===== src/rtl/prog_loader.sv =====
// prog_loader: receives a program as a serial byte stream, packs it MSB-first
// into 32-bit words, writes them to instruction memory and then releases the
// CPU from reset. Holds the CPU in reset while loading and on a stalled stream.
module prog_loader #(
  parameter logic [31:0] BASE_ADDR = 32'h0000_0000,
  parameter int unsigned TIMEOUT   = 1000
) (
  input  logic        clk,
  input  logic        reset,
  input  logic        load_start,
  input  logic [7:0]  load_len,
  input  logic [7:0]  byte_in,
  input  logic        byte_valid,
  output logic        byte_ready,
  output logic        imem_we,
  output logic [31:0] imem_addr,
  output logic [31:0] imem_wdata,
  output logic        cpu_reset,
  output logic [31:0] PCinit,
  output logic        busy,
  output logic        done,
  output logic        err
);

  typedef enum logic [2:0] {
    S_IDLE,
    S_RECV,
    S_WRITE,
    S_RUN,
    S_ERR
  } state_e;

  // Last idle-cycle count before the stream is declared stalled.
  localparam logic [31:0] TMO_LAST = 32'(TIMEOUT - 1);

  state_e      state_q, state_d;
  logic [7:0]  len_q, len_d;
  logic [7:0]  word_idx_q, word_idx_d;
  logic [1:0]  byte_cnt_q, byte_cnt_d;
  logic [31:0] tmo_q, tmo_d;
  logic [31:0] word_q, word_d;
  logic [31:0] addr_q, addr_d;
  logic [31:0] wdata_q, wdata_d;
  logic        accept;
  logic [31:0] next_word;

  // Next-state and datapath updates; the load path is shared by IDLE, RUN and ERR.
  always_comb begin
    state_d    = state_q;
    len_d      = len_q;
    word_idx_d = word_idx_q;
    byte_cnt_d = byte_cnt_q;
    tmo_d      = tmo_q;
    word_d     = word_q;
    addr_d     = addr_q;
    wdata_d    = wdata_q;
    accept     = (state_q == S_RECV) && byte_valid;
    next_word  = {word_q[23:0], byte_in};

    case (state_q)
      S_IDLE, S_RUN, S_ERR: begin
        if (load_start) begin
          if (load_len != 8'd0) begin
            len_d      = load_len;
            word_idx_d = 8'd0;
            byte_cnt_d = 2'd0;
            tmo_d      = 32'd0;
            state_d    = S_RECV;
          end else begin
            state_d = S_RUN;
          end
        end
      end

      S_RECV: begin
        // An arriving byte always wins over an expiring timeout.
        if (accept) begin
          word_d = next_word;
          tmo_d  = 32'd0;
          if (byte_cnt_q == 2'd3) begin
            byte_cnt_d = 2'd0;
            wdata_d    = next_word;
            addr_d     = BASE_ADDR + {22'd0, word_idx_q, 2'b00};
            state_d    = S_WRITE;
          end else begin
            byte_cnt_d = byte_cnt_q + 2'd1;
          end
        end else if (tmo_q == TMO_LAST) begin
          state_d = S_ERR;
        end else begin
          tmo_d = tmo_q + 32'd1;
        end
      end

      S_WRITE: begin
        word_idx_d = word_idx_q + 8'd1;
        if (word_idx_q == len_q - 8'd1) begin
          state_d = S_RUN;
        end else begin
          state_d = S_RECV;
        end
      end

      default: begin
        state_d = S_IDLE;
      end
    endcase
  end

  // State and datapath registers, cleared asynchronously while reset is low.
  always_ff @(posedge clk or negedge reset) begin
    if (!reset) begin
      state_q    <= S_IDLE;
      len_q      <= 8'd0;
      word_idx_q <= 8'd0;
      byte_cnt_q <= 2'd0;
      tmo_q      <= 32'd0;
      word_q     <= 32'd0;
      addr_q     <= 32'd0;
      wdata_q    <= 32'd0;
    end else begin
      state_q    <= state_d;
      len_q      <= len_d;
      word_idx_q <= word_idx_d;
      byte_cnt_q <= byte_cnt_d;
      tmo_q      <= tmo_d;
      word_q     <= word_d;
      addr_q     <= addr_d;
      wdata_q    <= wdata_d;
    end
  end

  // Outputs decoded purely from state or taken straight from registers.
  always_comb begin
    byte_ready = (state_q == S_RECV);
    imem_we    = (state_q == S_WRITE);
    busy       = (state_q == S_RECV) || (state_q == S_WRITE);
    done       = (state_q == S_RUN);
    err        = (state_q == S_ERR);
    cpu_reset  = (state_q == S_RUN);
    imem_addr  = addr_q;
    imem_wdata = wdata_q;
    PCinit     = BASE_ADDR;
  end

endmodule

===== config.mk =====
export PLATFORM = sky130hd
export DESIGN_NAME = prog_loader
export DESIGN_NICKNAME = d
export VERILOG_FILES = /design/src/rtl/prog_loader.sv
export SDC_FILE = /design/constraint.sdc
export NUM_CORES = 1
export LEC_CHECK = 0
export ABC_AREA = 1
export CORE_ASPECT_RATIO = 0.75
export CORE_MARGIN = 2
export CORE_UTILIZATION = 48
export DETAILED_ROUTE_END_ITERATION = 7
export PLACE_DENSITY = 0.72
export SLEW_MARGIN = 20
export SYNTH_ARGS = -nofsm -noshare
export SYNTH_HDL_FRONTEND = slang
export SYNTH_SLANG_ARGS = --single-unit
export TNS_END_PERCENT = 30

===== constraint.sdc =====
create_clock -name clk -period 2 [get_ports clk]
set_clock_uncertainty 0.1 [all_clocks]
set_input_delay 0.2 -clock clk [delete_from_list [all_inputs] [get_ports clk]]
set_output_delay 0.2 -clock clk [all_outputs]
set_load 0.005 [all_outputs]

==> flow_summary_export.csv, run 1 <==
group,metric,value,unit
run_status,status,"finished clean",
global_routing,grt_antenna_before_repair,0,
timing,setup_viol,0,
routing,drtPass1Iterations,5,
routing,vias,5590,
timing,max_freq,528,MHz
floorplanning,die_h,104,µm
floorplanning,fp-row-count,36,
global_routing,grt_pass1_wl,26.0,mm
worst_setup_path,path_cells,"inv_1, nand2_1, nor3_1, nand2_1, nor2_4, nand3_2, nand2_4, buf_4, nand2_1, o21ai_0",
pwr,power_frac_comb,35.2,%
worst_setup_path,critPathMaxStageDelay,0.40,ns
timing,drv_slew,0,
worst_setup_path,crit_required,2.21,ns
worst_setup_path,end_kind,"flip-flop",
floorplanning,die_w,137,µm
pwr,seqPwrFrac,34.3,%
routing,ant_nets,0,
synth,yosysSeqAreaShare,45.7,%
synth,synth_ff_type,"dfrtp_1",
layout,drive_above_1_share,15.2,%
worst_setup_path,r2r_slack,0.11,ns
clock_tree,clock_latency,0.41,ns
synth,synth_area,6400,µm²
global_routing,grt-ovfl-total,0,
pwr,swShare,35.2,%
routing,routed_wl,15.9,mm
pwr,finalPower,10.0,mW
synth,async_flop_share,100,%
floorplanning,core,13000,µm²
floorplanning,initial_core_util,49.2,%
global_routing,grt_pass1_vias,5257,
layout,fillers,1145,
routing,wl_per_cell,14.7,µm
pwr,power.density,1260,nW/µm²
worst_setup_path,cp_slowest_cell,"dfrtp_1",
pwr,power_leakage,3.75,nW
floorplanning,io_pins,122,
synth,synth_seq_cells,117,
layout,diodes,0,
clock_tree,cts-root-buf,"clkbuf_16",
worst_setup_path,path_class,"flip-flop to flip-flop",
global_routing,grt_max_degree,66,
timing,setup_ws,0.107,ns
timing,fin_crit_sh,94.6,%
pwr,vdd_ir_drop_max,0.776,mV
worst_setup_path,cpMostUsedCell,"nand2_1",
place,place_ws,0.104,ns
synth,synth_cells,801,
worst_setup_path,crit_arrival,2.10,ns
place,placedCellCount,1045,
timing,whs,0.140,ns
place,hpwl,11.2,mm
timing,period_minus_slack,1.89,ns
worst_setup_path,cp_max_fo,15,
place,place_congestion,0.973,
worst_setup_path,startpoint_type,"flip-flop",
global_routing,grt_usage,23.2,%
synth,avgSynthCellArea,7.99,µm²
layout,nets,923,
pwr,internal_power,6.49,mW
timing,tns,0,ns
pwr,power.switching,3.52,mW
layout,final_cells,1083,
routing,viasPerCell,5.16,
clock_tree,clk_pin_slew,0.06,ns
pwr,clock_power_share,30.5,%
hold_path,min_path_type,"primary input to asynchronous set/reset pin",
synth,yosysWarnings,0,
synth,synth.distinct_cells,33,
synth,synth-edff-count,0,
floorplanning,die-area,14300,µm²
job,cap_violations,0,
place,portBuffers,65,
routing,drtIter0Drc,468,
clock_tree,cts_tree,"done",
clock_tree,h-tree-depth,4,
layout,area_growth,24.5,%
clock_tree,cts_sinks,117,
routing,route.detailed.drc,0,
clock_tree,cts_made_buffers,17,
clock_tree,clockBufferDepth,2,
timing,hold_viol,0,
[layout by cell type (no fill, tap or decap), drive strengths merged, types with 19 or more instances in the layout]
master         synthesis  routed
buf                   65      39
nand2                213     213
o21ai                 96      96
conb                   1      56
clkbuf                15      19
inv                   88      91
nor2                  66      66
nand4                 38      38
nand3                 33      33
dfrtp                117     117
clkdlybuf4s50          0      58
[Yosys cell counts (2+ instances only)]
master,count,share of area [%]
inv_1,84,4.9
o21ai_1,5,0.39
mux2_2,15,2.6
o21ai_2,19,2.6
o22ai_1,5,0.49
buf_2,5,0.39
a21oi_1,3,0.23
nand3_1,33,2.6
ha_1,4,0.78
o21ai_0,71,5.6
nor2_4,2,0.35
nand4_1,38,3.7
clkbuf_1,15,0.88
nor3_1,18,1.4
nor2_2,4,0.39
nand2_2,3,0.29
inv_2,4,0.23
xnor2_1,3,0.41
buf_6,2,0.35
or2_2,6,0.59
dfrtp_1,117,46
buf_4,58,6.8
xor2_1,10,1.4
nand2_1,209,12
nor2_1,60,3.5
[registers in the layout, indices dropped and copies added, names as in the netlist]
register,count
len_q,8
imem_addr,8
word_idx_q,8
imem_wdata,32
word_q,24
byte_cnt_q,2
tmo_q,32
state_q,3
[cell type report]
class / count / area [µm²] / area share (%)
Sequential cell: 117 / 2930 / 36.8
Timing Repair Buffer: 104 / 1030 / 12.9
Tap cell: 171 / 214 / 2.69
Clock buffer: 19 / 453 / 5.69
Multi-Input combinational cell: 571 / 2860 / 35.9
Clock inverter: 13 / 146 / 1.84
Inverter: 88 / 330 / 4.15
[worst max-delay path: cells and delay by family, from the launching register on]
family | cells | cell delay [ns]
buf+inv | 2 | 0.30
compound gates | 1 | 0.10
flops | 1 | 0.40
simple gates | 7 | 0.87
[final timing paths]
kind / start / end / cells after the start
worst max-delay path: tmo_q[4] / tmo_q[8] / 10
worst max register to register: tmo_q[4] / tmo_q[8] / 10
worst min register to register: word_q[5] / word_q[13] / 2
min in group clk: load_len[6] / len_q[6] / 3
max in group asynchronous: reset / state_q[2] / 3
worst min-delay path: reset / imem_wdata[18] / 2
[metrics by stage]
stage / utilization [%] / area (µm²)
final: 61.2 / 7970
after detailed placement: 55.8 / 7270
after floorplan: - / 6610
after global placement: 55.8 / 7270
after CTS: 60.9 / 7930
after global routing: 61.2 / 7970
[metal layers]
layer  part of all wire, %  GRT usage, %
met3                   6.8          4.24
met4                   1.5          7.66
met1                    46          33.8
met5                     0             0
met2                    45          34.8
[logic make-up (layout without fill, tap and decap cells)]
logic type,Yosys count,after routing,share of synthesized area (%)
AO/OA/AOI/OAI,106,106,9.79
XOR/XNOR,13,13,1.78
adder cells (fa/ha/maj),4,4,0.782
buffers and inverters,168,224,13.6
flip-flops,117,117,45.7
multiplexers,16,16,2.80
other,1,56,0.0586
AND/OR/NAND/NOR,376,376,25.5
[power by group through the flow]
stage / Sequential, mW / Clock [mW] / Combinational, mW
6_report: 3.43 / 3.06 / 3.52
5_1_grt: 3.50 / 3.23 / 3.92
4_1_cts: 3.43 / 3.10 / 3.49
3_5_place_dp: 3.45 / 0 / 3.38
3_3_place_gp: 3.43 / 0 / 3.33
2_1_floorplan: 3.40 / 0 / 1.97
[repair_timing]
action                                 in CTS  in global routing
buffers inserted                            3                  2
pin swaps                                   1                  1
resized for setup                          15                  7
hold buffers                                1                  0
setup endpoints to repair                   6                 30
endpoints found under the hold margin     117                  0
No activity file was read; power rests on OpenSTA's default activity.
==> run 2: changes to the inputs <==
PLACE_DENSITY = 0.75   (was 0.72)
clock period = 1.7 ns   (was 2 ns; I/O delays follow)
==> run 2 against run 1 <==
Compared with the run above:
- the run now ends with setup timing left
- worst hold slack worse by 0.028 ns
- combinational power up 41%
- total power rose by 26%
- non-clock buffer count grew 61
- design area increased by 7.4%
- global-route usage grew 1.6 points
- highest routed layer unchanged
==> flow_summary_export.csv, run 2 (synthesis gave the netlist of run 1 again) <==
group,metric,value,unit
run_status,status,"finished, violations left",
run_status,violations,"setup timing",
worst_setup_path,crit_arrival,2.11,ns
global_routing,grt_pass1_wl,27.7,mm
layout,diodes,0,
timing,setup_ws,-0.243,ns
global_routing,grt-ovfl-total,0,
layout,final_cell_mix,"nand2_1, dfrtp_1, buf_4, inv_1, o21ai_0",
hold_path,min_path_type,"primary input to asynchronous set/reset pin",
worst_setup_path,r2r_slack,-0.24,ns
worst_setup_path,path_class,"flip-flop to flip-flop",
clock_tree,cts_made_buffers,17,
pwr,power_leakage,4.10,nW
clock_tree,clock_latency,0.41,ns
global_routing,gr-usage-met3,6.29,%
pwr,vdd_ir_drop_max,1.13,mV
pwr,power.switching,4.71,mW
layout,drive_above_1_share,23.8,%
timing,tns,-10.23,ns
pwr,power_frac_comb,39.3,%
routing,viasPerCell,5.13,
global_routing,top_usage_layer,"met1",
global_routing,grtUsageMet1,35.8,%
global_routing,grt_pass1_vias,5553,
clock_tree,clockBufferDepth,2,
floorplanning,core,13000,µm²
layout,layout_commonest_cell,"nand2_1",
routing,ant_nets,0,
routing,vias,5864,
floorplanning,io_pins,122,
routing,wl_per_cell,15.0,µm
place,hpwl,11.5,mm
worst_setup_path,cp-startpoint,"state_q[0]",
global_routing,grt_antenna_before_repair,0,
worst_setup_path,end_kind,"flip-flop",
layout,final_util,65.7,%
layout,nets,984,
timing,drv_slew,0,
pwr,swShare,37.2,%
routing,routed_wl,17.2,mm
timing,setup_viol,73,
layout,fillers,1057,
place,place_ws,-0.142,ns
layout,area_growth,33.7,%
pwr,internal_power,7.94,mW
clock_tree,cts_tree,"done",
floorplanning,fp-row-count,36,
timing,max_freq,515,MHz
global_routing,grt_usage,24.8,%
timing,hold_viol,0,
floorplanning,die_h,104,µm
place,portBuffers,65,
pwr,clock_power_share,28.9,%
layout,multi_input_area,2970,µm²
place,place_congestion,0.978,
clock_tree,cts_sinks,117,
floorplanning,initial_core_util,49.2,%
floorplanning,die_w,137,µm
floorplanning,die-area,14300,µm²
worst_setup_path,startpoint_type,"flip-flop",
pwr,power.density,1480,nW/µm²
global_routing,grt_max_degree,37,
global_routing,gr-usage-met2,35.7,%
pwr,seqPwrFrac,31.8,%
routing,route.detailed.drc,0,
clock_tree,h-tree-depth,4,
routing,drtPass1Iterations,5,
clock_tree,clk_pin_slew,0.06,ns
timing,fin_crit_sh,114,%
worst_setup_path,cp_max_fo,4,
worst_setup_path,crit_required,1.87,ns
job,cap_violations,0,
routing,drtIter0Drc,663,
timing,period_minus_slack,1.94,ns
worst_setup_path,rr_startpoint,"state_q[0]",
layout,seqCellArea,2930,µm²
clock_tree,cts-root-buf,"clkbuf_16",
timing,rsz0062_at_grt,"true",
==> run 2: worst max-delay path, stage by stage, from the launching register on <==
cell and delay (ns):
dfrtp_1 0.40, buf_4 0.13, buf_4 0.12, nor2_4 0.04, inv_2 0.07, o21ai_4 0.09
nand2_2 0.11, nand2_4 0.07, buf_4 0.13, buf_4 0.13, nor3_1 0.27, mux2i_1 0.14
==> run 2: worst paths after layout <==
check	endpoint	cells after the start
min in group clk	len_q[1]	3
worst min register to register	imem_wdata[31]	2
worst min-delay path	tmo_q[19]	2
max in group asynchronous	tmo_q[15]	3
worst max-delay path	byte_cnt_q[0]	11
worst max register to register	byte_cnt_q[0]	11
==> run 2: area by class of cell <==
type / count / share of cell area (%)
repair buffers: 165 / 17.5
flip-flops and latches: 117 / 34.2
clock inverters: 15 / 2.06
multi-input cells: 571 / 34.7
inverters: 88 / 4.01
clock buffers: 17 / 4.97
well taps: 171 / 2.50
==> run 2: per-stage QoR <==
stage          hold slack (ns)  area (µm²)  std cells  total power, mW
2_1_floorplan           -0.226        6620        856             6.33
3_3_place_gp           0.00895        7650       1095             8.06
3_5_place_dp           0.00588        7650       1095             8.20
4_1_cts                  0.110        8460       1140             12.5
5_1_grt                  0.151        8560       1144             13.4
6_report                 0.111        8560       1144             12.6
==> run 2: timing repair <==
item / CTS / global route
setup buffers: 11 / 5
gates resized for setup: 56 / 31
pin swaps: 12 / 14
hold buffers: 1 / 0
endpoints found under the hold margin: 117 / 0
endpoints found under the setup margin: 52 / 111
cloned: 1 / 0
==> run 2: metal layers <==
metal  routed length, µm  part of all wire, %  up-vias
met5                   0                    0        -
met4                 365                  2.1        0
met3                1530                  8.9       35
met2                7790                   45      287
met1                7520                   44     2747
li1                    -                    -     2795
==> run 2: power groups by stage <==
stage / Clock (mW) / Sequential [mW] / Combinational, mW
floorplan: 0 / 4.00 / 2.33
global placement: 0 / 4.02 / 4.04
detailed placement: 0 / 4.05 / 4.15
CTS: 3.70 / 4.02 / 4.78
global route: 3.84 / 4.10 / 5.45
finish: 3.65 / 4.02 / 4.97
